<file path="src/rtl/seq_div_pkg.sv">
// Shared types and constants for the sequential restoring divider.
// Optional divide-by-zero fast path is enabled with the SEQ_DIV_DBZ_EN macro.
package seq_div_pkg;

    typedef enum logic [1:0] {
        IDLE = 2'd0,
        RUN  = 2'd1,
        DONE = 2'd2
    } state_t;

    localparam int DEFAULT_WIDTH = 16;
    localparam int CNT_WIDTH     = $clog2(DEFAULT_WIDTH + 1);

    // Iteration counter width for an arbitrary operand width.
    function automatic int cnt_width(input int w);
        return $clog2(w + 1);
    endfunction

endpackage

</file>
<file path="src/rtl/div_step.sv">
// One restoring-division step: shift in the next dividend bit, trial-subtract the divisor.
module div_step
    import seq_div_pkg::*;
#(
    parameter int WIDTH = DEFAULT_WIDTH
) (
    input  logic [WIDTH-1:0] rem_in,
    input  logic             bit_in,
    input  logic [WIDTH-1:0] divisor,
    output logic [WIDTH-1:0] rem_out,
    output logic             q_bit
);

    logic [WIDTH:0] trial;

    // The trial value carries one extra bit so the compare cannot wrap.
    always_comb begin
        trial   = {rem_in, bit_in};
        q_bit   = (trial >= {1'b0, divisor});
        rem_out = q_bit ? WIDTH'(trial - {1'b0, divisor}) : trial[WIDTH-1:0];
    end

endmodule

</file>
<file path="src/rtl/seq_div.sv">
// Sequential unsigned divider, one quotient bit per clock, MSB first.
// Define SEQ_DIV_DBZ_EN to add the dbz flag and a one-cycle divide-by-zero path.
module seq_div
    import seq_div_pkg::*;
#(
    parameter int WIDTH = DEFAULT_WIDTH
) (
    input  logic             clk,
    input  logic             rst,
    input  logic             start,
    input  logic [WIDTH-1:0] dividend,
    input  logic [WIDTH-1:0] divisor,
    output logic             busy,
    output logic             done,
    output logic [WIDTH-1:0] quotient,
    output logic [WIDTH-1:0] remainder
`ifdef SEQ_DIV_DBZ_EN
    ,
    output logic             dbz
`endif
);

    localparam int CW = cnt_width(WIDTH);

    state_t           state, state_nxt;
    logic [CW-1:0]    cnt;
    logic [WIDTH-1:0] quo_sr;
    logic [WIDTH-1:0] dvs_r;
    logic [WIDTH-1:0] rem_r;
    logic [WIDTH-1:0] rem_step;
    logic             q_bit;
    logic             accept;
    logic             last_iter;
    logic             zero_div;

    assign accept    = start && (state != RUN);
    assign last_iter = (cnt == CW'(WIDTH - 1));

`ifdef SEQ_DIV_DBZ_EN
    assign zero_div = (divisor == '0);
`else
    assign zero_div = 1'b0;
`endif

    div_step #(.WIDTH(WIDTH)) u_step (
        .rem_in  (rem_r),
        .bit_in  (quo_sr[WIDTH-1]),
        .divisor (dvs_r),
        .rem_out (rem_step),
        .q_bit   (q_bit)
    );

    always_ff @(posedge clk) begin
        if (rst) begin
            state <= IDLE;
        end else begin
            state <= state_nxt;
        end
    end

    always_comb begin
        state_nxt = state;
        case (state)
            IDLE: begin
                if (start) begin
                    state_nxt = zero_div ? DONE : RUN;
                end
            end
            RUN: begin
                if (last_iter) begin
                    state_nxt = DONE;
                end
            end
            DONE: begin
                if (start) begin
                    state_nxt = zero_div ? DONE : RUN;
                end else begin
                    state_nxt = IDLE;
                end
            end
            default: state_nxt = IDLE;
        endcase
    end

    // The dividend register doubles as the quotient shift register: dividend
    // bits leave at the top while quotient bits enter at the bottom.
    always_ff @(posedge clk) begin
        if (rst) begin
            cnt    <= '0;
            quo_sr <= '0;
            dvs_r  <= '0;
            rem_r  <= '0;
        end else if (accept) begin
            cnt   <= '0;
            dvs_r <= divisor;
            if (zero_div) begin
                quo_sr <= '1;
                rem_r  <= dividend;
            end else begin
                quo_sr <= dividend;
                rem_r  <= '0;
            end
        end else if (state == RUN) begin
            cnt    <= cnt + CW'(1);
            quo_sr <= {quo_sr[WIDTH-2:0], q_bit};
            rem_r  <= rem_step;
        end
    end

`ifdef SEQ_DIV_DBZ_EN
    always_ff @(posedge clk) begin
        if (rst) begin
            dbz <= 1'b0;
        end else if (accept) begin
            dbz <= zero_div;
        end
    end
`endif

    assign busy      = (state == RUN);
    assign done      = (state == DONE);
    assign quotient  = quo_sr;
    assign remainder = rem_r;

endmodule

</file>
<file path="config.mk">
export PLATFORM = sky130hd
export DESIGN_NAME = seq_div
export DESIGN_NICKNAME = d
export VERILOG_FILES = /design/src/rtl/seq_div_pkg.sv /design/src/rtl/div_step.sv /design/src/rtl/seq_div.sv
export SDC_FILE = /design/constraint.sdc
export NUM_CORES = 1
export LEC_CHECK = 0
export CORE_UTILIZATION = 51
export CTS_CLUSTER_DIAMETER = 120
export DETAILED_ROUTE_END_ITERATION = 6
export PLACE_DENSITY = 0.91
export SYNTH_ARGS = -nofsm -noshare
export SYNTH_HDL_FRONTEND = slang
export SYNTH_SLANG_ARGS = --single-unit
</file>
<file path="constraint.sdc">
create_clock -name clk -period 3.05 [get_ports clk]
set_input_delay 0.915 -clock clk [delete_from_list [all_inputs] [get_ports clk]]
set_output_delay 0.915 -clock clk [all_outputs]
set_load 0.05 [all_outputs]
</file>
=== Word-level counts from Yosys, hierarchy flattened ===
Index checks and enable logic that the tools add are counted.

* Add/sub/neg operators: 2
* Magnitude comparators: 1
* Equality and inequality tests: 6
* Multiplexer cells: 7
* Reductions and logical operators: 5

{| class="wikitable"
|+ Operator list
! cell !! count
|-
| 2-to-1 mux 16 bit || 3
|-
| >= comparator 17 x 16 -> 1 bit || 1
|-
| subtractor 16 bit || 1
|-
| one-hot mux 2 bit (3 select lines) || 1
|-
| adder 5 x 1 -> 5 bit (second input constant) || 1
|-
| == test 5 x 4 -> 1 bit (second input constant) || 1
|-
| 2-to-1 mux 2 bit || 2
|-
| inequality test 2 x 1 -> 1 bit (second input constant) || 2
|-
| == test 2 x 1 -> 1 bit (second input constant) || 1
|-
| == test 2 bit (second input constant) || 1
|-
| logical NOT 2 bit || 1
|-
| inequality test 2 bit (second input constant) || 1
|-
| AND reduction 2 bit || 1
|-
| nonzero test 2 bit || 1
|-
| OR reduction 2 bit || 1
|-
| logical AND 1 bit || 1
|-
| 2-to-1 mux 1 bit || 1
|}

* Bits in registers: 55
* Input port bits: 35
* Output and inout bits: 34
* Word-level logic and storage cells: 26

=== Depth between registers and ports, before layout ===
Gate-level depths: netlist (run 1).

* Word-level depth: 3
* Gate-level depth with buffers: 11
* Mapped depth without buffers: 11

=== Modules after synthesis ===
A second synthesis (run 1) with hierarchy kept.

* Cell total of the unflattened synthesis: 403
* Area total of the unflattened synthesis: 3348.2 µm²

{| class="wikitable"
|+ By module, submodules not included
! module !! times used !! cells an instance !! area an instance (µm²) !! seq. area each (µm²)
|-
| seq_div || 1 || 247 || 2183.3 || 1101.1
|-
| div_step || 1 || 156 || 1164.9 || 0.0
|}

=== Worst setup path after synthesis (run 1) ===
OpenSTA, ideal clock, no wires.

* Kind: register to register
* Start point: reg rem_r[3], in the netlist remainder[3]
* End point: reg rem_r[1], in the netlist remainder[1]
* Setup time: 0.159 ns
* Data arrival time: 2.348 ns
* Data required time: 2.891 ns
* Slack: 0.544 ns
* Cell stages (with the launch flop): 10
* Buffers on the path: 1
* Period minus slack after synthesis: 2.506 ns
* Cells stage by stage: dfxtp_1 > ha_1 > a21o_1 > a211o_1 > o21ai_2 > o21ai_2 > a21boi_4 > buf_6 > mux2i_1 > a21oi_1

* Longest elaborated chain between the ends: 2

{| class="wikitable"
|+ Ends and longest elaborated chain
! element !! RTL line !! source
|-
| start: declaration || seq_div.sv:29 || <nowiki>logic [WIDTH-1:0] rem_r;</nowiki>
|-
| start signal: assignment || seq_div.sv:98 || <nowiki>rem_r <= dividend;</nowiki>
|-
| start signal: assignment || seq_div.sv:106 || <nowiki>rem_r <= rem_step;</nowiki>
|-
| >= comparator 17 x 16 -> 1 bit || div_step.sv:19 || <nowiki>q_bit = (trial >= {1'b0, divisor});</nowiki>
|-
| 2-to-1 mux 16 bit || div_step.sv:20 || <nowiki>rem_out = q_bit ? WIDTH'(trial - {1'b0, divisor}) : trial[WIDTH-1:0];</nowiki>
|}

Every way passes these cells.
A chain may end at the register's enable or synchronous reset.

=== Worst setup path in the final report (run 1) ===
* Start point: reg rem_r[3], in the netlist remainder[3]
* End point: reg rem_r[11], in the netlist remainder[11]

* Longest elaborated chain between the ends: 2
* Elaborated cells between the ends (all ways): 3
* Classes of those cells: add/sub: 1; order compare: 1; mux: 1

{| class="wikitable"
|+ Ends and longest elaborated chain
! element !! RTL line
|-
| subtractor 16 bit / >= comparator 17 x 16 -> 1 bit (equally long branches) || div_step.sv:20, div_step.sv:19
|-
| 2-to-1 mux 16 bit (*) || div_step.sv:20
|}

Mark *: on every way between the ends. The rest lies on a longest branch, timed or not.

==> results of run 1 <==
## critical path, cell delays in order, from the launching register on
cell and delay, ps:
sky130_fd_sc_hd__dfxtp_1 360, sky130_fd_sc_hd__ha_1 340, sky130_fd_sc_hd__a21o_1 210, sky130_fd_sc_hd__a211o_1 300, sky130_fd_sc_hd__o21ai_2 230, sky130_fd_sc_hd__o21ai_2 120
sky130_fd_sc_hd__a21boi_4 450, sky130_fd_sc_hd__buf_12 210, sky130_fd_sc_hd__mux2i_1 260, sky130_fd_sc_hd__o21ai_1 100
## cell families after synthesis
logic type | after synthesis | share of synthesized area
and+or+nand+nor | 130 | 0.186
adders and majority gates | 19 | 0.0777
DFF | 55 | 0.349
buffers and inverters | 50 | 0.0654
xor gates and xnor gates | 14 | 0.0388
AOI/OAI and AO/OA | 100 | 0.200
muxes | 26 | 0.0828
## synth_stat cells, drive strengths merged (4+ instances only)
cell	number	area (um2)
nor3	4	25.0
buf	6	41.3
a21oi	37	185
ha	18	225
xor2	6	52.6
o21ai	23	123
clkbuf	19	71.3
nand2	47	176
xnor2	8	70.1
inv	25	93.8
nand3	10	50.1
mux2i	25	250
a21o	4	30.0
nor2	41	154
a211oi	24	193
nand4	7	43.8
a31oi	4	25.0
dfxtp	55	1100
nand2b	7	43.8
## through the flow
stage                util  power, uW  cells  cell area (um2)
finish              0.672       2190    531             4000
global route        0.672       2290    531             4000
CTS                 0.672       2180    531             4000
detailed placement  0.657       1750    523             3910
global placement    0.657       1730    523             3910
floorplan               -       1500    394             3160
## final timing paths
check / from / endpoint / slack [ps] / cells past startpoint
max: remainder[3] / remainder[11] / 350 / 9
min: dvs_r[11] / dvs_r[11] / 460 / 2
max reg2reg: remainder[3] / remainder[11] / 350 / 9
min reg2reg: dvs_r[11] / dvs_r[11] / 460 / 2
## flip-flops by register name, indices dropped and copies added, names as in the netlist
| register | cells |
|---|---|
| state | 2 |
| quotient | 16 |
| cnt | 5 |
| dvs_r | 16 |
| remainder | 16 |
## layout make-up
type,count,area (um2),area share
multi-input cells,289,1850,0.462
flip-flops and latches,55,1100,0.275
repair buffers,79,773,0.193
well taps,75,93.8,0.0234
inverters,25,93.8,0.0234
clock buffers,5,68.8,0.0172
clock inverters,3,22.5,0.00563
## metal layers
metal | track usage | vias up
met5 | 0 | -
met4 | 0.0661 | 0
met2 | 0.436 | 109
met1 | 0.328 | 1463
met3 | 0.0477 | 10
li1 | - | 1492
## report_power, final
part,switching (uW),total (uW),internal (uW)
clock,263,429,166
combinational,550,940,390
sequential,46.2,817,771
total,859,2190,1330
==> flow_metrics.py, run 1 <==
metrics = {
    "critical_path": {
        "critPathCaptureType": "flip-flop",
        "crit_path_max_fanout": 13,
        "critPathArrivalTime_ps": 2920,
        "timing.critical_path.required_ps": 3270,
        "setup.worst_path.class": "reg2reg",
        "setup.worst_path.start_class": "flip-flop",
    },
    "floorplanning": {
        "core_region_area_um2": 5960,
        "fp-row-count": 28,
        "io_pins": 69,
        "die-height_um": 80.7,
        "die-area_um2": 6510,
        "fp.dieW_um": 80.7,
        "initial_utilization": 0.530,
    },
    "routing": {
        "met3_length_um": 460,
        "routed_via_density": 5.79,
        "dr.pass1.iters": 6,
        "drt-total-wl_mm": 8.01,
        "highest_layer": "met4",
        "detailroute.via_count": 3074,
        "wl_per_cell_um": 15.1,
        "detail_route.drc_violations": 0,
        "wirelength_met1_mm": 3.54,
        "met2RoutedLength_mm": 3.90,
        "drtAntennaViolNets": 0,
        "first_iter_violations": 213,
    },
    "timing": {
        "final_critical_path_setup_slack_ps": 355,
        "setup-violations-final": 0,
        "timing_max_transition_violations_final": 0,
        "timing.fmax_ghz": 0.371,
        "slew_headroom": 0.656,
        "hold_violations": 0,
        "worst_hold_slack_ps": 459,
        "timing_worst_slew_pin_value_ps": 514,
        "tns_ps": 0,
        "finalCriticalPeriod_ps": 2700,
        "worst_clock_skew_ps": 17.6,
        "period_share": 0.884,
        "setup_repair_after_global_routing_missed_its_margin": "no",
    },
    "synthesis": {
        "yosysUniqueCellTypes": 42,
        "yosys_warnings": 0,
        "mean_post_synth_cell_area_um2": 8.02,
        "ys_ff_latch": 55,
        "async_flop_share": 0,
        "synth-edff-count": 0,
        "synth_fp_nets": 448,
        "syn_inst": 394,
        "seq_area_frac_synth": 0.349,
        "synthFlopType": "sky130_fd_sc_hd__dfxtp_1",
        "post_syn_area_um2": 3160,
    },
    "clock_tree": {
        "cts-buffers-inserted": 5,
        "hold_fix_buffer_count_after_cts": 0,
        "cts_repair_resize_count": 0,
        "insertion_delay_ps": 320,
        "tritoncts_clock_tree": "done",
        "clock_tree_buffer_depth": 2,
        "clkTransAtPathRegs_ps": 120,
        "clkSinkCount": 55,
        "h-tree-depth": 2,
        "root_buffer": "sky130_fd_sc_hd__clkbuf_8",
        "post-cts-setup-buffer-count": 0,
    },
    "pwr": {
        "peakVddDrop_mv": 0.379,
        "cellLeakagePower_uw": 0.00170,
        "power.density_cell_area_nw_per_um2": 546,
    },
    "placement": {
        "placement.io_buffers": 68,
        "finalWeightedCongestion": 0.904,
        "place.detailed.hpwl_mm": 5.84,
        "dpl_worst_slack_ps": 414,
    },
    "layout": {
        "drive_gt1_frac": 0.0570,
        "area_growth_pct": 26.8,
        "finalNetCount": 509,
        "final_cell_mix": "sky130_fd_sc_hd__clkdlybuf4s50_1, sky130_fd_sc_hd__dfxtp_1, sky130_fd_sc_hd__nand2_1",
        "nFillCells": 512,
        "final_common_cell": "sky130_fd_sc_hd__clkdlybuf4s50_1",
        "insertedDiodeCount": 0,
    },
    "grt": {
        "antenna_found_initial": 0,
        "global_route.overflow_total": 0,
        "grt_util_all_layers": 0.256,
        "number_of_global_route_vias_before_repair": 2764,
        "grt_start_max_net_pins": 33,
        "first_pass_grt_wire_length_mm": 12.9,
    },
    "status": {
        "run_status": "completed",
    },
    "job": {
        "max-cap-violations": 0,
    },
    "min_path": {
        "hp-class": "reg2reg",
    },
}
Note: power is estimated with default switching activity, not from simulation.
==> run 2, diff against run 1 <==
- ABC_CLOCK_PERIOD_IN_PS: not set -> 3050
- CORE_UTILIZATION: 51 -> 53
- CTS_BUF_LIST: not set -> sky130_fd_sc_hd__clkbuf_8
- PLACE_DENSITY: 0.91 -> 0.94
==> run 2 against run 1 <==
Against the previous run: design area fell by 0.47%; sequential share of layout area is 0.13 points higher; global-route usage grew 0.37 points; count of clock-buffer cells in the layout did not move; core utilization is 3.8 points higher; wire length down 1.9%; setup slack gained 25 ps; clock skew down 12 ps; register-to-register slack better by 30 ps; total power down 2.1%; clock power decreased by 4%; highest routed layer unchanged.
==> flow_metrics.py, run 2 (synthesis results as in run 1) <==
metrics = {
    "clock_tree": {
        "clkSinkCount": 55,
        "insertion_delay_ps": 310,
        "hold_fix_buffer_count_after_cts": 0,
        "root_buffer": "sky130_fd_sc_hd__clkbuf_8",
        "h-tree-depth": 2,
        "cts-buffers-inserted": 5,
        "clkTransAtPathRegs_ps": 100,
        "clock_tree_buffer_depth": 2,
        "cts_repair_resize_count": 0,
        "tritoncts_clock_tree": "done",
        "post-cts-setup-buffer-count": 0,
    },
    "pwr": {
        "intPower_uw": 1310,
        "power.net_switching_uw": 833,
        "p_clk_frac": 0.192,
        "power.share.switching": 0.390,
        "p_seq_frac": 0.381,
        "power.density_cell_area_nw_per_um2": 537,
        "cellLeakagePower_uw": 0.00169,
        "peakVddDrop_mv": 0.349,
        "power.combinational.fraction": 0.426,
    },
    "status": {
        "run_status": "completed",
    },
    "critical_path": {
        "setup.worst_path.start_class": "flip-flop",
        "slowest_stage": "sky130_fd_sc_hd__fa_1",
        "reg2reg_slack_ps": 380,
        "timing.critical_path.required_ps": 3240,
        "worst-r2r-cell-count": 11,
        "path_cells": "inv_1 -> ha_1 -> inv_1 -> fa_1 -> a211oi_1 -> nor2_1 -> o21ai_0 -> o221ai_1 -> mux2i_1 -> nor4_1 -> a211oi_1",
        "worst_r2r_endpoint": "remainder[12]",
        "critPathArrivalTime_ps": 2860,
        "critical-path-max-stage-delay_ps": 430,
        "worst_r2r_startpoint": "quotient[15]",
        "setup.worst_path.class": "reg2reg",
        "critPathCaptureType": "flip-flop",
        "crit_path_max_fanout": 4,
    },
    "grt": {
        "number_of_global_route_vias_before_repair": 2760,
        "use_met1": 0.343,
        "antenna_found_initial": 0,
        "global_route.usage.met2": 0.422,
        "grt-busiest-layer": "met2",
        "grt.met3_usage": 0.0414,
        "global_route.overflow_total": 0,
        "grt_start_max_net_pins": 48,
        "first_pass_grt_wire_length_mm": 12.9,
        "grt_util_all_layers": 0.259,
    },
    "layout": {
        "final_cell_mix": "sky130_fd_sc_hd__clkdlybuf4s50_1, sky130_fd_sc_hd__dfxtp_1, sky130_fd_sc_hd__nand2_1",
        "area_growth_pct": 26.2,
        "final_common_cell": "sky130_fd_sc_hd__clkdlybuf4s50_1",
        "finalNetCount": 509,
        "insertedDiodeCount": 0,
        "finalCoreUtilization": 0.711,
        "drive_gt1_frac": 0.0548,
    },
    "timing": {
        "setup-violations-final": 0,
        "worst_hold_slack_ps": 461,
        "finalCriticalPeriod_ps": 2670,
        "final_critical_path_setup_slack_ps": 380,
        "tns_ps": 0,
        "timing_worst_slew_pin_value_ps": 534,
        "setup_repair_after_global_routing_missed_its_margin": "no",
        "slew_headroom": 0.643,
        "timing.fmax_ghz": 0.375,
        "period_share": 0.875,
        "worst_clock_skew_ps": 5.50,
        "timing_max_transition_violations_final": 0,
        "hold_violations": 0,
    },
    "floorplanning": {
        "die-area_um2": 6270,
        "core_region_area_um2": 5610,
        "fp.dieW_um": 79.2,
        "fp-row-count": 27,
        "initial_utilization": 0.563,
        "io_pins": 69,
        "die-height_um": 79.2,
    },
    "routing": {
        "drt-total-wl_mm": 7.85,
        "dr.pass1.iters": 4,
        "detailroute.via_count": 2949,
        "wl_per_cell_um": 14.9,
        "drtAntennaViolNets": 0,
        "first_iter_violations": 123,
        "detail_route.drc_violations": 0,
        "routed_via_density": 5.59,
    },
    "min_path": {
        "hold_path_depth": 2,
        "min_to": "dvs_r[3]",
        "hp-class": "reg2reg",
        "hold_start": "dvs_r[3]",
    },
    "placement": {
        "finalWeightedCongestion": 0.964,
        "place.detailed.hpwl_mm": 5.71,
        "placement.io_buffers": 68,
        "dpl_worst_slack_ps": 486,
    },
    "job": {
        "max-cap-violations": 0,
    },
}
## run 2: changes by cell type in the layout (fill, tap and decap cells not counted)
| cell | before | now |
|---|---|---|
| sky130_fd_sc_hd__inv_1 | 25 | 26 |
| sky130_fd_sc_hd__clkinv_2 | 1 | 0 |
| sky130_fd_sc_hd__buf_4 | 11 | 12 |
| sky130_fd_sc_hd__clkinvlp_4 | 0 | 1 |
| sky130_fd_sc_hd__buf_12 | 1 | 0 |
| sky130_fd_sc_hd__clkinv_4 | 1 | 0 |
## run 2: layer usage
metal	vias up	part of all wire
met5	-	0
met4	0	0.026
met3	18	0.051
met2	102	0.47
met1	1339	0.45
li1	1490	-
## run 2: per-stage QoR
step	cell area, um2	std cells	power (uW)
finish	3990	528	2140
CTS	3990	528	2130
global placement	3900	520	1710
global route	3990	528	2260
floorplan	3160	394	1500
detailed placement	3900	520	1730
## run 2: cell type report
type / count / area, um2
clock buffers: 5 / 68.8
clock inverters: 3 / 20.0
fillers: 466 / 1620
inverters: 25 / 93.8
multi-input cells: 289 / 1850
flip-flops and latches: 55 / 1100
well taps: 72 / 90.1
repair buffers: 79 / 761
## run 2: power by group through the flow
stage	registers (uW)	clock network [uW]	logic [uW]
2_1_floorplan	942	0	561
3_3_place_gp	829	0	879
3_5_place_dp	830	0	897
4_1_cts	815	416	904
5_1_grt	823	450	990
6_report	815	412	912
## run 2: worst max-delay path by stage
stage                            start            end  slack [ps]  cells past startpoint
final                     quotient[15]  remainder[12]         380                     11
after global routing      quotient[15]  remainder[12]         150                     11
after CTS                 quotient[15]  remainder[12]         440                     11
after detailed placement  quotient[15]  remainder[12]         490                     11
after global placement    quotient[15]  remainder[12]         590                     11
after floorplan           remainder[3]   remainder[1]         540                      9
## run 2: critical path: cells and delay by family, from the launching register on
family                     cells  cell delay (ps)
AOI/OAI and AO/OA              4              990
adders and majority gates      2              580
and+or+nand+nor                2              370
DFF                            1              350
muxes                          1              140
buffers and inverters          2              120
